<file path="src/rtl/rx_cnt_pkg.sv">
// Shared types and constants for the UART receive frame counter.
`timescale 1ns/1ps
package rx_cnt_pkg;

  typedef enum logic [1:0] {
    IDLE = 2'd0,
    RUN  = 2'd1,
    DONE = 2'd2
  } state_e;

  localparam int unsigned PRESCALE_MIN = 2;

endpackage

</file>
<file path="src/rtl/rx_frame_counter_edge_div.sv">
// Prescale latch and edge-within-bit counter; flags the last edge of each bit as wrap.
`timescale 1ns/1ps
import rx_cnt_pkg::*;

module rx_edge_div #(
  parameter int unsigned PRESCALE_W = 6
) (
  input  logic                  clk,
  input  logic                  rst,
  input  logic                  start,
  input  logic                  count,
  input  logic [PRESCALE_W-1:0] prescale,
  output logic [PRESCALE_W-1:0] edge_cnt,
  output logic [PRESCALE_W-1:0] ps,
  output logic                  wrap
);

  logic [PRESCALE_W-1:0] edge_cnt_q, edge_cnt_d;
  logic [PRESCALE_W-1:0] ps_q, ps_d;

  assign wrap = count && (edge_cnt_q == ps_q - 1'b1);

  always_comb begin
    ps_d       = ps_q;
    edge_cnt_d = '0;
    if (start) begin
      ps_d = (prescale < PRESCALE_W'(PRESCALE_MIN)) ? PRESCALE_W'(PRESCALE_MIN) : prescale;
      // the start cycle itself is edge 0, so the first RUN cycle shows edge 1
      edge_cnt_d = PRESCALE_W'(1);
    end else if (count && !wrap) begin
      edge_cnt_d = edge_cnt_q + 1'b1;
    end
  end

  always_ff @(posedge clk) begin
    if (rst) begin
      edge_cnt_q <= '0;
      ps_q       <= '0;
    end else begin
      edge_cnt_q <= edge_cnt_d;
      ps_q       <= ps_d;
    end
  end

  assign edge_cnt = edge_cnt_q;
  assign ps       = ps_q;

endmodule

</file>
<file path="src/rtl/rx_frame_counter.sv">
// Frame FSM, bit counter and bit-boundary abort for the UART receiver.
// Optional mid-bit sample strobes are enabled by RX_FRAME_CNT_SAMPLE_STB_EN.
`timescale 1ns/1ps
import rx_cnt_pkg::*;

module rx_frame_counter #(
  parameter int unsigned PRESCALE_W = 6,
  parameter int unsigned BIT_CNT_W  = 4,
  parameter int unsigned MAX_BITS   = 12
) (
  input  logic                  clk,
  input  logic                  rst,
  input  logic                  enable,
  input  logic                  stop_req,
  input  logic [PRESCALE_W-1:0] prescale,
  input  logic [BIT_CNT_W-1:0]  frame_bits,
  output logic [PRESCALE_W-1:0] edge_cnt,
  output logic [BIT_CNT_W-1:0]  bit_cnt,
  output logic                  bit_tick,
  output logic                  frame_done,
  output logic                  aborted,
  output logic                  busy,
  output logic [2:0]            sample_stb
);

  state_e               state_q, state_d;
  logic [BIT_CNT_W-1:0] bit_cnt_q, bit_cnt_d;
  logic [BIT_CNT_W-1:0] fl_q, fl_d;
  logic                 pend_q, pend_d;
  logic                 bit_tick_q, bit_tick_d;
  logic                 frame_done_q, frame_done_d;
  logic                 aborted_q, aborted_d;
  logic                 start, count, wrap;
  logic [PRESCALE_W-1:0] ps;

  rx_edge_div #(
    .PRESCALE_W (PRESCALE_W)
  ) u_edge_div (
    .clk      (clk),
    .rst      (rst),
    .start    (start),
    .count    (count),
    .prescale (prescale),
    .edge_cnt (edge_cnt),
    .ps       (ps),
    .wrap     (wrap)
  );

  always_comb begin
    state_d      = state_q;
    bit_cnt_d    = bit_cnt_q;
    fl_d         = fl_q;
    pend_d       = pend_q;
    bit_tick_d   = 1'b0;
    frame_done_d = 1'b0;
    aborted_d    = 1'b0;
    start        = 1'b0;
    count        = 1'b0;
    case (state_q)
      IDLE: begin
        bit_cnt_d = '0;
        pend_d    = 1'b0;
        if (enable) begin
          start   = 1'b1;
          state_d = RUN;
          if (frame_bits == '0)
            fl_d = BIT_CNT_W'(1);
          else if (frame_bits > BIT_CNT_W'(MAX_BITS))
            fl_d = BIT_CNT_W'(MAX_BITS);
          else
            fl_d = frame_bits;
        end
      end
      RUN: begin
        // priority: enable drop, then boundary abort, then normal counting
        if (!enable) begin
          state_d   = IDLE;
          bit_cnt_d = '0;
          pend_d    = 1'b0;
        end else if (pend_q && edge_cnt == '0) begin
          state_d   = IDLE;
          bit_cnt_d = '0;
          pend_d    = 1'b0;
          aborted_d = 1'b1;
        end else begin
          count  = 1'b1;
          pend_d = pend_q | stop_req;
          if (wrap) begin
            bit_cnt_d  = bit_cnt_q + 1'b1;
            bit_tick_d = 1'b1;
            if (bit_cnt_q + 1'b1 == fl_q) begin
              frame_done_d = 1'b1;
              state_d      = DONE;
              pend_d       = 1'b0;
            end
          end
        end
      end
      DONE: begin
        bit_cnt_d = '0;
        pend_d    = 1'b0;
        if (!enable) state_d = IDLE;
      end
      default: begin
        state_d   = IDLE;
        bit_cnt_d = '0;
        pend_d    = 1'b0;
      end
    endcase
  end

  always_ff @(posedge clk) begin
    if (rst) begin
      state_q      <= IDLE;
      bit_cnt_q    <= '0;
      fl_q         <= '0;
      pend_q       <= 1'b0;
      bit_tick_q   <= 1'b0;
      frame_done_q <= 1'b0;
      aborted_q    <= 1'b0;
    end else begin
      state_q      <= state_d;
      bit_cnt_q    <= bit_cnt_d;
      fl_q         <= fl_d;
      pend_q       <= pend_d;
      bit_tick_q   <= bit_tick_d;
      frame_done_q <= frame_done_d;
      aborted_q    <= aborted_d;
    end
  end

  assign bit_cnt    = bit_cnt_q;
  assign bit_tick   = bit_tick_q;
  assign frame_done = frame_done_q;
  assign aborted    = aborted_q;
  assign busy       = (state_q == RUN);

`ifdef RX_FRAME_CNT_SAMPLE_STB_EN
  logic [PRESCALE_W:0] half, pos;

  always_comb begin
    half       = {1'b0, ps} >> 1;
    pos        = {1'b0, edge_cnt};
    sample_stb = '0;
    if (state_q == RUN) begin
      if (half != '0 && pos == half - 1'b1) sample_stb[0] = 1'b1;
      if (pos == half)                      sample_stb[1] = 1'b1;
      if (pos == half + 1'b1)               sample_stb[2] = 1'b1;
    end
  end
`else
  logic unused_ps;
  assign unused_ps  = ^ps;
  assign sample_stb = '0;
`endif

endmodule

</file>
<file path="config.mk">
export PLATFORM = sky130hd
export DESIGN_NAME = rx_frame_counter
export DESIGN_NICKNAME = d
export VERILOG_FILES = /design/src/rtl/rx_cnt_pkg.sv /design/src/rtl/rx_frame_counter_edge_div.sv /design/src/rtl/rx_frame_counter.sv
export SDC_FILE = /design/constraint.sdc
export NUM_CORES = 1
export LEC_CHECK = 0
export ABC_AREA = 1
export CAP_MARGIN = 15
export CORE_ASPECT_RATIO = 0.7
export CORE_MARGIN = 1
export CORE_UTILIZATION = 44
export CTS_CLUSTER_SIZE = 10
export DETAILED_ROUTE_END_ITERATION = 7
export PLACE_DENSITY = 0.86
export SLEW_MARGIN = 25
export SYNTH_ARGS = -nofsm -noshare
export SYNTH_HDL_FRONTEND = slang
export SYNTH_SLANG_ARGS = --single-unit
</file>
<file path="constraint.sdc">
create_clock -name clk -period 1.65 [get_ports clk]
set_input_delay 0.2475 -clock clk [delete_from_list [all_inputs] [get_ports clk]]
set_output_delay 0.2475 -clock clk [all_outputs]
set_load 0.005 [all_outputs]
</file>
* After elaboration in Yosys (flattened, before gate mapping)
Index checks and enable logic that the tools add are counted.
Cells by class: mux-type cells 22, magnitude comparators 2, bitwise logic cells 5, eq/ne operators 8, reduce and logical (&&, ||, !) cells 13, $add $sub $neg 3
Operator list (count):
- 1-bit two-way mux | 12
- 2-bit two-way mux | 6
- 4-bit two-way mux | 2
- 4-bit by 2-bit inequality test with 1-bit output, second input constant | 2
- 6-bit by 1-bit adder with 6-bit output, second input constant | 1
- 6-bit equality test | 1
- 6-bit logical NOT | 1
- 6-bit by 2-bit < comparator with 1-bit output, second input constant | 1
- 6-bit two-way mux | 1
- 2-bit one-hot mux with 3 select lines | 1
- 3-bit OR reduction | 2
- 6-bit by 1-bit subtractor with 6-bit output, second input constant | 1
- 5-bit OR reduction | 1
- 4-bit by 1-bit adder with 4-bit output, second input constant | 1
- 4-bit equality test | 1
- 4-bit greater-than comparator, second input constant | 1
- 4-bit logical NOT | 1
- 2-bit inequality test, second input constant | 2
- 1-bit NOT | 4
- 4-bit AND reduction | 1
- 4-bit OR reduction | 1
- 1-bit logical AND | 3
- 2-bit by 1-bit equality test with 1-bit output, second input constant | 1
- 2-bit equality test, second input constant | 1
- other kinds (4) | 4
Storage, ports and cells: output and inout bits 17, word-level logic and storage cells 63, register bits 26, bits of input ports 14

* Depth between registers and ports, before layout
Gate-level depths: netlist (run 1).
depth after elaboration 10, gate-level depth with buffers 12, gate-level depth less buffers 12

* Hierarchy
A second synthesis (run 1) with hierarchy kept.
Second synthesis, totals: cell total of the unflattened synthesis 219, area, all modules 1463.9 um2
Modules (own cells, without submodules):
- rx_frame_counter | cells an instance 113, sequential area each 280.3 um2, area each 770.7 um2, instances 1
- rx_edge_div | cells an instance 106, sequential area each 240.2 um2, area each 693.2 um2, instances 1

* Worst setup path after synthesis (run 1)
OpenSTA, ideal clock, no wires.
path kind reg-to-reg, start reg u_edge_div.ps_q[0] (netlist: u_edge_div.ps[0]), end reg bit_cnt_q[0] (netlist: bit_cnt[0]), library setup time 0.134 ns, path slack 0.089 ns, data required time 1.516 ns, period minus slack after synthesis 1.561 ns, buffers on the path 0, cell stages (with the launch flop) 8, arrival 1.427 ns, cell sequence dfxtp_1 > inv_1 > ha_1 > xnor2_1 > nor2_1 > nand3_2 > o21ai_2 > mux2i_1
On the way: longest elaborated chain between the ends 3
RTL lines:
- from (decl) | line rx_frame_counter_edge_div.sv:19 | logic [PRESCALE_W-1:0] ps_q, ps_d;
- from (signal assigned) | line rx_frame_counter_edge_div.sv:41 | ps_q <= ps_d;
- 6-bit by 1-bit subtractor with 6-bit output | line rx_frame_counter_edge_div.sv:21 | assign wrap = count && (edge_cnt_q == ps_q - 1'b1);
- 6-bit equality test | line rx_frame_counter_edge_div.sv:21
- 1-bit logical AND | line rx_frame_counter_edge_div.sv:21
- to (signal assigned) | line rx_frame_counter.sv:123 | bit_cnt_q <= bit_cnt_d;
- to (decl) | line rx_frame_counter.sv:27 | logic [BIT_CNT_W-1:0] bit_cnt_q, bit_cnt_d;
Every way passes these cells. A chain may end at the register's enable or synchronous reset.

* Final worst setup path (run 1)
start reg u_edge_div.ps_q[1] (netlist: u_edge_div.ps[1]), end reg bit_cnt_q[0] (netlist: bit_cnt[0])
Same word-level chain as after synthesis.

==> results of run 1 <==
-- stage by stage --
| step | TNS, ps | setup slack, ps | hold WS (ps) |
|---|---|---|---|
| 3_3_place_gp | -2.687 | -2.687 | 461.8 |
| 4_1_cts | 0 | 17.61 | 479.4 |
| 5_1_grt | -603.9 | -83.32 | 519.7 |
| 6_report | 0 | 0.6585 | 482.1 |
| 2_1_floorplan | 0 | 88.90 | 316.6 |
| 3_5_place_dp | -221.2 | -40.20 | 465.7 |
-- power by group through the flow --
stage | Combinational, W | Sequential [W] | Clock, W
2_1_floorplan | 0.000146 | 0.000683 | 0
3_3_place_gp | 0.000213 | 0.000685 | 0
3_5_place_dp | 0.000220 | 0.000686 | 0
4_1_cts | 0.000225 | 0.000671 | 0.000413
5_1_grt | 0.000278 | 0.000678 | 0.000451
6_report | 0.000249 | 0.000673 | 0.000413
-- critical path, cell delays in order (launching register included) --
cell     delay [ps]
dfxtp_2         350
inv_2            50
ha_4            240
xnor2_2         130
nor2_1          130
nand3_2         110
buf_4           160
o21ai_4         240
mux2i_1         120
-- sequential cells by signal, indices dropped and copies added (netlist names) --
signal / count
fl_q: 4
frame_done: 1
u_edge_div.ps: 6
bit_tick: 1
bit_cnt: 4
state_q: 2
u_edge_div.edge_cnt: 6
aborted: 1
pend_q: 1
-- cells in the final DEF (no fill, tap or decap), drive strengths merged --
cell / instances
clkbuf: 4
nor3: 2
nand3: 16
dfxtp: 26
nand2: 47
o21ai: 13
buf: 6
inv: 26
or3: 1
ha: 4
conb: 3
xor2: 4
nor2: 23
a21oi: 13
nand4: 2
nor3b: 2
a31oi: 1
xnor2: 4
nor4: 1
nand3b: 1
mux2i: 1
clkdlybuf4s50: 27
-- cells in the mapped netlist (all sizes together) --
cell / n / area share [%]
nor3b: 2 / 1.8
conb: 1 / 0.27
clkbuf: 1 / 0.27
ha: 4 / 3.6
xor2: 4 / 2.6
o21ai: 13 / 5.0
nor4: 1 / 0.46
nand3: 16 / 6.2
mux2i: 1 / 0.73
a21oi: 13 / 4.7
nand3b: 1 / 0.55
or3: 1 / 0.46
nor2: 23 / 7.4
nor3: 2 / 1.9
a31oi: 1 / 0.46
xnor2: 4 / 2.6
inv: 26 / 7.1
buf: 4 / 2.0
nand4: 2 / 0.91
nand2: 47 / 13
dfxtp: 26 / 38
-- path summary, 6_finish.rpt --
| path | from | to | slack (ps) | cells past startpoint |
|---|---|---|---|---|
| max | u_edge_div.ps[1]$_SDFFE_PP0P_ | bit_cnt[0]$_SDFFE_PP0P_ | 0.7 | 8 |
| min reg2reg | u_edge_div.ps[5]$_SDFFE_PP0P_ | u_edge_div.ps[5]$_SDFFE_PP0P_ | 480 | 2 |
| min | u_edge_div.ps[5]$_SDFFE_PP0P_ | u_edge_div.ps[5]$_SDFFE_PP0P_ | 480 | 2 |
| max reg2reg | u_edge_div.ps[1]$_SDFFE_PP0P_ | bit_cnt[0]$_SDFFE_PP0P_ | 0.7 | 8 |
-- routing by layer --
layer	track usage [%]	share of wire [%]
met2	28.59	45
met4	7.143	1.5
met3	4.481	4.4
met5	0	0
met1	29.64	49
-- timing repair --
item / in CTS / in global routing
pin swaps: 0 / 8
cloned: 0 / 0
setup buffers: 0 / 1
endpoints found under the setup margin: 1 / 16
gates resized for setup: 1 / 22
-- final cells by class --
cell class / count / area share [%]
Timing Repair Buffer: 33 / 17.07
Sequential cell: 26 / 28.39
Tap cell: 36 / 2.439
Inverter: 26 / 5.285
Clock buffer: 4 / 2.981
Multi-Input combinational cell: 138 / 43.83
-- kinds of logic (layout without fill, tap and decap cells) --
group	after synthesis	count (layout)	synth area share, %
flip-flops	26	26	37.92
AO/OA/AOI/OAI	27	27	10.21
multiplexers	1	1	0.7293
buffers and inverters	31	63	9.388
other	1	3	0.2732
XOR/XNOR	8	8	5.104
adder cells (fa/ha/maj)	4	4	3.646
AND/OR/NAND/NOR	95	95	32.73
==> results.py, run 1 <==
metrics = {
    "drt": {
        "wl_per_cell_um": 12.05,
        "drt_iter0_drc": 39,
        "drtAntennaViolNets": 0,
        "via_count": 1333,
        "viasPerCell": 5.068,
        "routed_wirelength_um": 3170,
        "drc": 0,
        "drtPass1Iterations": 4,
    },
    "yosys": {
        "ys_ff_latch": 26,
        "syn_area_um2": 1373,
        "ys_types": 29,
        "syn_area_per_cell_um2": 7.112,
        "syn_inst": 193,
        "ys_seq_area_share_pct": 37.92,
        "yosys_warnings": 0,
    },
    "place": {
        "place_congestion": 0.8406,
        "portBuffers": 27,
        "dpl_cell_area_um2": 1702,
        "dpl.hpwl_um": 2371,
        "post-place-cells": 258,
    },
    "pwr": {
        "switching_power_w": 0.0003595,
        "seqPwrFrac_pct": 50.4,
        "internal-power_w": 0.0009763,
        "ir_worst_vdd_mv": 0.3990,
        "netSwitchingFraction_pct": 26.91,
        "p_leak_nw": 0.7398,
        "clkPwrFrac_pct": 30.9,
        "comb_power_share_pct": 18.7,
        "cellPowerDensity_nw_per_um2": 723.3,
        "total_power_w": 0.001336,
    },
    "clock_network": {
        "cts_tree": "built",
        "cts_htree_levels": 1,
        "cts_inserted_buffers": 3,
        "clk_latency_ps": 270,
        "cts-root-buf": "clkbuf_8",
        "clock_sinks": 26,
        "cts.clk_slew.worst_paths_ps": 90,
        "hold_buffers": 0,
        "cts_buffer_depth": 2,
    },
    "floorplan": {
        "die_h_um": 48.73,
        "rows": 16,
        "io-pin-count": 31,
        "dieArea_um2": 3350,
        "core_um2": 2883,
        "start_util_pct": 47.61,
        "fp.dieW_um": 68.76,
    },
    "timing": {
        "clock.fmax_mhz": 606.3,
        "fin_crit_sh_pct": 99.96,
        "fin_skew_ps": 7.132,
        "setup_viol": 0,
        "hold_viol_final": 0,
        "fin_crit_ps": 1649,
        "rsz0062_at_grt": "yes",
        "drv_slew": 0,
    },
    "status": {
        "run_status": "finished clean",
    },
    "setup_path": {
        "worst_setup_path_end_kind": "flip-flop",
        "critPathArrivalTime_ps": 1800,
        "cp.required_ps": 1800,
        "cp-start-kind": "flip-flop",
        "worstSetupPathType": "reg2reg",
        "critical_path.max_fanout": 7,
    },
    "global_routing": {
        "grt_start_max_net_pins": 15,
        "grt_usage_pct": 20.23,
        "globalRouteOverflowTotal": 0,
        "grt_pass1_wl_um": 5092,
        "grt_pass1_vias": 1125,
        "antenna_found_initial": 0,
    },
    "final_layout": {
        "fillers": 248,
        "multi_input_area_um2": 809.5,
        "post-route-util_pct": 64.06,
        "drive_above_1_share_pct": 19.82,
        "fin_area_um2": 1847,
        "instances_no_fill": 263,
        "seq_area_um2": 524.3,
        "antenna_cells": 0,
        "area_growth_pct": 34.55,
        "layout.nets": 246,
    },
    "worst_hold_path": {
        "hold_class": "reg2reg",
    },
    "flow_run": {
        "drv_cap": 0,
    },
}
Note: power is estimated with default switching activity, not from simulation.
==> inputs of run 2 (changes only) <==
- CORE_UTILIZATION: 44 -> 53
- PLACE_DENSITY: 0.86 -> 0.95
- SLEW_MARGIN: 25 -> unset
- clock period: 1.65 -> 2 ns (I/O delays scaled with it)
==> results.py, run 2 (same netlist as run 1, synthesis figures left out) <==
metrics = {
    "clock_network": {
        "cts_htree_levels": 1,
        "cts_inserted_buffers": 3,
        "hold_buffers": 0,
        "cts.clk_slew.worst_paths_ps": 90,
        "cts_resized": 0,
        "cts_tree": "built",
        "cts_buffer_depth": 2,
        "post_cts_buffers": 0,
        "clk_latency_ps": 270,
        "cts-root-buf": "clkbuf_8",
        "clock_sinks": 26,
    },
    "floorplan": {
        "rows": 15,
        "start_util_pct": 55.83,
        "io-pin-count": 31,
        "fp.dieW_um": 62.83,
        "core_um2": 2459,
        "die_h_um": 44.58,
        "dieArea_um2": 2800,
    },
    "worst_hold_path": {
        "hold_path_depth": 2,
        "hold_path_end": "fl_q[2]$_SDFFE_PP0P_",
        "min-delay-start": "fl_q[2]$_SDFFE_PP0P_",
        "hold_class": "reg2reg",
    },
    "timing": {
        "fin_crit_ps": 1752,
        "fin_crit_sh_pct": 87.61,
        "fin_tns_setup_ps": 0,
        "drv_slew": 0,
        "hold_viol_final": 0,
        "clock.fmax_mhz": 570.7,
        "fin_skew_ps": 5.948,
        "whs_ps": 484.8,
        "rsz0062_at_grt": "no",
        "setup_viol": 0,
    },
    "global_routing": {
        "antenna_found_initial": 0,
        "grt_pass1_wl_um": 4816,
        "grt_usage_pct": 22.48,
        "grt_start_max_net_pins": 16,
        "grt_pass1_vias": 1076,
        "globalRouteOverflowTotal": 0,
    },
    "setup_path": {
        "critical_path.max_fanout": 7,
        "cpPeakStageDelay_ps": 390,
        "worst_setup_path_end_kind": "flip-flop",
        "critPathSlowestCell": "dfxtp_1",
        "worstPathCellList": "inv_1 > ha_1 > xnor2_1 > nor2_1 > nand3_2 > o21ai_2 > mux2i_1",
        "crit_family": "flip-flops",
        "worstSetupPathType": "reg2reg",
        "rr_worst_depth": 7,
        "r2r_slack_ps": 250,
        "cp-start-kind": "flip-flop",
        "worstReg2RegStart": "u_edge_div.ps[0]$_SDFFE_PP0P_",
        "cp.required_ps": 2150,
        "rr_endpoint": "bit_cnt[0]$_SDFFE_PP0P_",
        "cp_num_buf_inv": 1,
        "critPathArrivalTime_ps": 1900,
    },
    "final_layout": {
        "area_growth_pct": 27.35,
        "fillers": 203,
        "final_cell_mix": "46 x nand2_1, 27 x clkdlybuf4s50_1, 26 x dfxtp_1, 22 x inv_1, 21 x nor2_1",
        "layout.nets": 242,
        "post-route-util_pct": 71.09,
        "layout_commonest_cell": "nand2_1",
        "antenna_cells": 0,
        "drive_above_1_share_pct": 8.520,
    },
    "place": {
        "dpl.hpwl_um": 2135,
        "portBuffers": 27,
        "place_congestion": 0.9585,
    },
    "drt": {
        "drtAntennaViolNets": 0,
        "wl_per_cell_um": 11.18,
        "via_count": 1292,
        "routed_wirelength_um": 2874,
        "drc": 0,
        "drtPass1Iterations": 4,
        "viasPerCell": 5.027,
        "drt_iter0_drc": 50,
    },
    "pwr": {
        "p_leak_nw": 0.7200,
        "ir_worst_vdd_mv": 0.4833,
        "cellPowerDensity_nw_per_um2": 663.3,
    },
    "flow_run": {
        "drv_cap": 0,
    },
    "status": {
        "run_status": "finished clean",
    },
}
## run 2: changes by cell type in the layout (fill, tap and decap cells not counted), sizes merged
cell,change
buf,-4
bufinv,+1
clkbuf,-1
## run 2: worst max-delay path by stage
stage	cells past startpoint	startpoint	end	slack [ps]
after global routing	7	u_edge_div.ps[0]$_SDFFE_PP0P_	bit_cnt[0]$_SDFFE_PP0P_	100
final	7	u_edge_div.ps[0]$_SDFFE_PP0P_	bit_cnt[0]$_SDFFE_PP0P_	250
after CTS	7	u_edge_div.ps[0]$_SDFFE_PP0P_	bit_cnt[0]$_SDFFE_PP0P_	220
after floorplan	7	u_edge_div.ps[0]$_SDFFE_PP0P_	bit_cnt[0]$_SDFFE_PP0P_	440
after global placement	7	enable	u_edge_div.edge_cnt[3]$_SDFF_PP0_	330
after detailed placement	7	u_edge_div.ps[0]$_SDFFE_PP0P_	bit_cnt[0]$_SDFFE_PP0P_	290
## run 2: stage by stage
step                      total power [W]  worst slack (ps)  area (µm²)  cells
final                            0.001159             247.8        1748    257
after global routing             0.001220             105.0        1748    257
after CTS                        0.001164             221.8        1748    257
after detailed placement        0.0007409             287.0        1677    253
after global placement          0.0007355             327.8        1677    253
after floorplan                 0.0006837             438.9        1380    195
## run 2: worst register-to-register path: stages, from the launching register on
cell,delay (ps)
dfxtp_1,390
inv_1,100
ha_1,330
xnor2_1,140
nor2_1,130
nand3_2,130
o21ai_2,310
mux2i_1,120
## run 2: final cells by class
class	instances	area [µm²]	area share, %
flip-flops and latches	26	520.5	29.78
well taps	34	42.54	2.434
multi-input cells	138	730.7	41.80
inverters	26	97.59	5.583
repair buffers	29	285.3	16.32
clock buffers	3	41.29	2.362
clock inverters	1	30.03	1.718
## run 2: report_power, final
group / switching, W / internal [W]
Combinational: 0.000101 / 0.0000783
Clock: 0.000156 / 0.000268
Sequential: 0.0000186 / 0.000537
Total: 0.000276 / 0.000883
## run 2: layer usage
metal | routed length, µm | share of wire (%) | track usage, %
met5 | 0 | 0 | 0
met2 | 1254 | 44 | 38.04
met1 | 1419 | 49 | 29.62
met3 | 187 | 6.5 | 6.443
met4 | 12 | 0.42 | 2.791
